[src/rtl/serial_master.sv]
// serial_master: byte-serial register-access initiator driving FT245-style strobes into the serial register slave.
module serial_master #(
  parameter int TIMEOUT = 255,
  parameter int GAP = 2
) (
  input  logic        clk,
  input  logic        reset,
  input  logic        req,
  input  logic        req_wr,
  input  logic [3:0]  req_adr,
  input  logic [31:0] req_wdata,
  output logic        busy,
  output logic        done,
  output logic        err,
  output logic [31:0] rdata,
  output logic [7:0]  ft_byte_out,
  output logic        _ft_rxf,
  output logic        _ft_rd,
  output logic        _ft_wr,
  input  logic [7:0]  ft_byte_in,
  input  logic        _serial_wr,
  input  logic        _serial_rd
);
  localparam int CW = $clog2((TIMEOUT > GAP ? TIMEOUT : GAP) + 1);
  typedef enum logic [2:0] {IDLE, CMD, RD_STB, RD_CAP, WR_ACK, WR_BYTE, WR_END, GAP_S} state_t;
  state_t state, state_n;
  logic          wr;
  logic [3:0]    adr;
  logic [31:0]   wdata;
  logic [23:0]   shadow;
  logic [1:0]    k;
  logic [CW-1:0] cnt;
  logic          fin, fail;
  assign busy = state != IDLE;
  always_comb begin
    state_n = state;
    fin = 1'b0;
    fail = 1'b0;
    _ft_rxf = 1'b1;
    _ft_rd = 1'b1;
    _ft_wr = 1'b1;
    ft_byte_out = 8'h00;
    case (state)
      IDLE: state_n = req ? CMD : IDLE;
      CMD: begin
        _ft_rxf = 1'b0;
        ft_byte_out = {adr, wr ? 4'h5 : 4'hA};
        state_n = wr ? WR_ACK : RD_STB;
      end
      RD_STB: begin
        _ft_rd = 1'b0;
        state_n = RD_CAP;
      end
      RD_CAP: begin
        fin = k == 2'd3;
        fail = fin && !_serial_rd;
        state_n = fin ? GAP_S : RD_STB;
      end
      WR_ACK: begin
        fail = _serial_wr && cnt == CW'(TIMEOUT - 1);
        fin = fail;
        state_n = !_serial_wr ? WR_BYTE : fail ? GAP_S : WR_ACK;
      end
      WR_BYTE: begin
        _ft_wr = 1'b0;
        ft_byte_out = wdata[8*k +: 8];
        state_n = k == 2'd3 ? WR_END : WR_BYTE;
      end
      WR_END: begin
        fail = !_serial_wr && cnt == CW'(TIMEOUT - 1);
        fin = _serial_wr || fail;
        state_n = fin ? GAP_S : WR_END;
      end
      GAP_S: state_n = cnt == CW'(GAP - 1) ? IDLE : GAP_S;
      default: state_n = IDLE;
    endcase
  end
  always_ff @(posedge clk or posedge reset) begin
    if (reset) begin
      state <= IDLE;
      wr <= 1'b0;
      adr <= 4'h0;
      wdata <= 32'h0;
      shadow <= 24'h0;
      rdata <= 32'h0;
      k <= 2'd0;
      cnt <= '0;
      done <= 1'b0;
      err <= 1'b0;
    end else begin
      state <= state_n;
      done <= fin;
      err <= fail;
      // cnt counts cycles spent in the current state, so each wait starts from zero
      cnt <= state_n != state ? '0 : cnt + CW'(1);
      k <= (state == RD_CAP || state == WR_BYTE) ? k + 2'd1 : state == RD_STB ? k : 2'd0;
      if (state == IDLE && req) begin
        wr <= req_wr;
        adr <= req_adr;
        wdata <= req_wdata;
      end
      if (state == RD_CAP) shadow <= {ft_byte_in, shadow[23:8]};
      if (state == RD_CAP && fin && !fail) rdata <= {ft_byte_in, shadow};
    end
  end
endmodule

[config.mk]
export PLATFORM = sky130hd
export DESIGN_NAME = serial_master
export DESIGN_NICKNAME = d
export VERILOG_FILES = /design/src/rtl/serial_master.sv
export SDC_FILE = /design/constraint.sdc
export NUM_CORES = 1
export LEC_CHECK = 0
export ABC_CLOCK_PERIOD_IN_PS = 6290
export BUFFER_PORTS_ARGS = -buffer_cell sky130_fd_sc_hd__buf_2
export CORE_ASPECT_RATIO = 0.6
export CORE_MARGIN = 5
export CORE_UTILIZATION = 59
export CTS_CLUSTER_SIZE = 8
export DETAILED_ROUTE_END_ITERATION = 6
export HOLD_SLACK_MARGIN = 0.1
export PLACE_DENSITY = 0.85
export SYNTH_ARGS = -nofsm -noshare
export SYNTH_HDL_FRONTEND = slang
export SYNTH_SLANG_ARGS = --single-unit
[constraint.sdc]
create_clock -name clk -period 6.29 [get_ports clk]
set_input_delay 1.258 -clock clk [delete_from_list [all_inputs] [get_ports clk]]
set_output_delay 1.258 -clock clk [all_outputs]
set_load 0.005 [all_outputs]
==> results.py <==
metrics = {
    "global_routing": {
        "overflow": 0,
        "grt_max_degree": 57,
        "antenna_found_initial": 0,
        "grt_pass1_wl_um": 16900,
        "first_global_vias": 3335,
        "grt.total_usage_pct": 21.9,
    },
    "worst_setup_path": {
        "r2r_slack_ps": 3310,
        "max_stage_delay_ps": 720,
        "r2r-start": "state[2]",
        "crit_chain": "nand2_1 > nor2_1 > a22o_1 > buf_2",
        "crit_required_ps": 5030,
        "crit_family": "simple AND/OR/NAND/NOR gates",
        "path_buf_inv": 1,
        "critical_path_class": "reg2out",
        "crit_fanout": 19,
        "crit_path_start_kind": "register",
        "crit_arrival_ps": 2280,
        "reg2reg_depth": 5,
        "r2r_end": "cnt[3]",
        "critical_path.slowest_cell": "dfrtp_1",
        "end_kind": "output pin",
    },
    "outcome": {
        "status": "finished clean",
    },
    "place": {
        "place_congestion": 0.832,
        "dp_hpwl_um": 6870,
        "dpl_cell_area_um2": 5230,
        "place_inst": 564,
        "portBuffers": 95,
    },
    "timing": {
        "setup_viol": 0,
        "slew-limit-headroom_pct": 27.2,
        "clock.fmax_mhz": 282,
        "rsz0062_at_grt": "false",
        "tightestPinTransition_ps": 1090,
        "hold_viol": 0,
        "fin_hold_ws_ps": 480,
        "period_share_pct": 56.3,
        "skew_ps": 6.51,
        "fin_tns_setup_ps": 0,
        "min_period_ps": 3540,
        "maxSlewViolCount": 0,
    },
    "detailed_routing": {
        "drtIter0Drc": 211,
        "drt-pass1-iter-count": 4,
        "ant_nets": 0,
        "viasPerCell": 5.50,
        "vias": 3186,
        "drc": 0,
        "routed_wl_um": 9840,
        "wl_per_cell_um": 17.0,
    },
    "clock_network": {
        "cts-root-buf": "clkbuf_16",
        "hold_buffers": 0,
        "cts.clk_slew.worst_paths_ps": 70,
        "cts_buffer_depth": 2,
        "clk-insertion-delay-late_ps": 350,
        "cts_resized": 0,
        "htree_num_levels": 3,
        "cts_tree": "yes",
        "numCtsBuffers": 9,
        "cts_sinks": 108,
        "post_cts_buffers": 0,
    },
    "logic_synthesis": {
        "syn-num-nets": 432,
        "avgSynthCellArea_um2": 12.4,
        "ys_types": 42,
        "synth_seq_cells": 108,
        "syn-instance-count": 378,
        "seq_area_frac_synth_pct": 57.8,
        "netlist_area_um2": 4680,
        "synth_warnings": 0,
    },
    "final_layout": {
        "instances_no_fill": 579,
        "nFillCells": 539,
        "fin_area_um2": 5520,
        "diodes": 0,
        "nets": 521,
        "areaGrowthSynthToFinish_pct": 17.9,
        "drive_gt1_share_pct": 27.2,
    },
    "die": {
        "dieArea_um2": 9870,
        "start_util_pct": 60.1,
        "row_count": 25,
        "core_region_area_um2": 7790,
        "io_pins": 96,
        "die_w_um": 125,
        "die_h_um": 79.0,
    },
    "power_and_ir_drop": {
        "irDropWorstVdd_uv": 254,
        "p_per_area_nw_per_um2": 440,
        "total_power_mw": 2.43,
        "p_leak_nw": 2.72,
    },
    "worst_hold_path": {
        "whs_endpoint": "shadow[6]",
        "hold_class": "reg2reg",
        "holdPathStages": 2,
        "min_from": "shadow[6]",
    },
    "run": {
        "cap_violations": 0,
    },
}
[worst register-to-register path: stages, from the launching register on]
cell	delay [ps]
dfrtp_1	600
or3_1	530
nor2_4	840
a211oi_1	110
mux2i_1	590
nor4_1	160
[cell families after synthesis]
family / synth area share, %
buffers and inverters: 2.78
flip-flops: 57.8
AO/OA/AOI/OAI: 3.69
adder cells (fa/ha/maj): 1.28
AND/OR/NAND/NOR: 12.3
multiplexers: 20.6
XOR/XNOR: 1.50
[per-stage QoR]
| stage | utilization [%] | setup slack (ps) |
|---|---|---|
| floorplan | - | 2190 |
| global placement | 67.1 | 3120 |
| detailed placement | 67.1 | 3020 |
| CTS | 70.8 | 2770 |
| global route | 70.8 | 2540 |
| finish | 70.8 | 2750 |
[Yosys cell counts, drive strengths merged]
cell type  count  share of area, %
and2b          1              0.16
a221oi         1              0.32
nand3b         3              0.48
a211oi         1              0.16
nor4           8               1.1
dfrtp        108                58
mux4           8               3.9
nand2b         1              0.13
xnor2          3              0.56
nor4b          1              0.51
a31oi          2              0.27
or2            1              0.13
a21oi          3              0.32
mux2          68                16
buf           14               1.6
nor2b          1              0.13
nor2           3              0.24
o31ai          3              0.48
a22o           4              0.75
or3            2              0.27
o31a           1              0.19
nand3         10               1.1
xor2           5              0.94
o22ai          3              0.40
and4           2              0.37
nor3           2              0.21
nor3b          2              0.43
ha             4               1.1
inv            8              0.64
mux2i          2              0.43
o21ai          6              0.64
clkinv         1             0.080
and3           1              0.13
maj3           1              0.21
o21a           1              0.16
nand2         87               7.0
clkbuf         6              0.48
[flip-flops by register name, summed over array words and instances, names as in the netlist]
name,cells
shadow,24
done,1
wdata,32
cnt,8
wr,1
err,1
state,3
adr,4
k,2
rdata,32
[area by class of cell]
cell class	instances	area [um^2]	area share [%]
sequential	108	2700	49.0
multi-input combinational	241	1850	33.6
timing repair buffer	98	498	9.03
clock buffer	11	243	4.40
tap	108	135	2.45
clock inverter	4	48.8	0.885
inverter	9	36.3	0.658
[layer usage]
layer	share of wire (%)	routed length, um	global-route usage (%)	vias up
li1	-	-	-	1487
met1	45	4380	29.9	1586
met2	47	4630	34.6	102
met3	7.2	705	7.19	11
met4	1.2	120	5.19	0
met5	0	0	0	-
[where the power goes]
part           internal [mW]  switching, mW
logic                  0.362          0.350
clock network          0.317          0.238
registers              0.945          0.214
total                   1.62          0.802
[cells in the final DEF (no fill, tap or decap), types with 3 or more instances in the layout]
cell type	synthesis	final
buf_2	11	95
mux2_1	68	68
inv_1	5	4
o22ai_1	3	3
o31ai_1	3	3
buf_4	2	3
ha_1	4	4
inv_2	3	3
dfrtp_1	108	108
xnor2_1	3	3
clkbuf_16	0	9
xor2_1	5	5
nand3_1	10	10
nand3b_1	3	3
mux4_2	8	8
a21oi_1	3	3
nor4_1	8	8
a22o_1	4	4
o21ai_0	4	4
nand2_1	87	87
[worst max path at each step]
stage | start | end | slack (ps) | depth (start not counted)
floorplan | reset | adr[0] | 2190 | 1
global placement | req | cnt[7] | 3120 | 6
detailed placement | req | cnt[3] | 3020 | 6
CTS | state[2] | ft_byte_out[7] | 2770 | 4
global route | state[2] | ft_byte_out[7] | 2540 | 4
finish | state[2] | ft_byte_out[7] | 2750 | 4
Power figures use the tool's default switching activity.
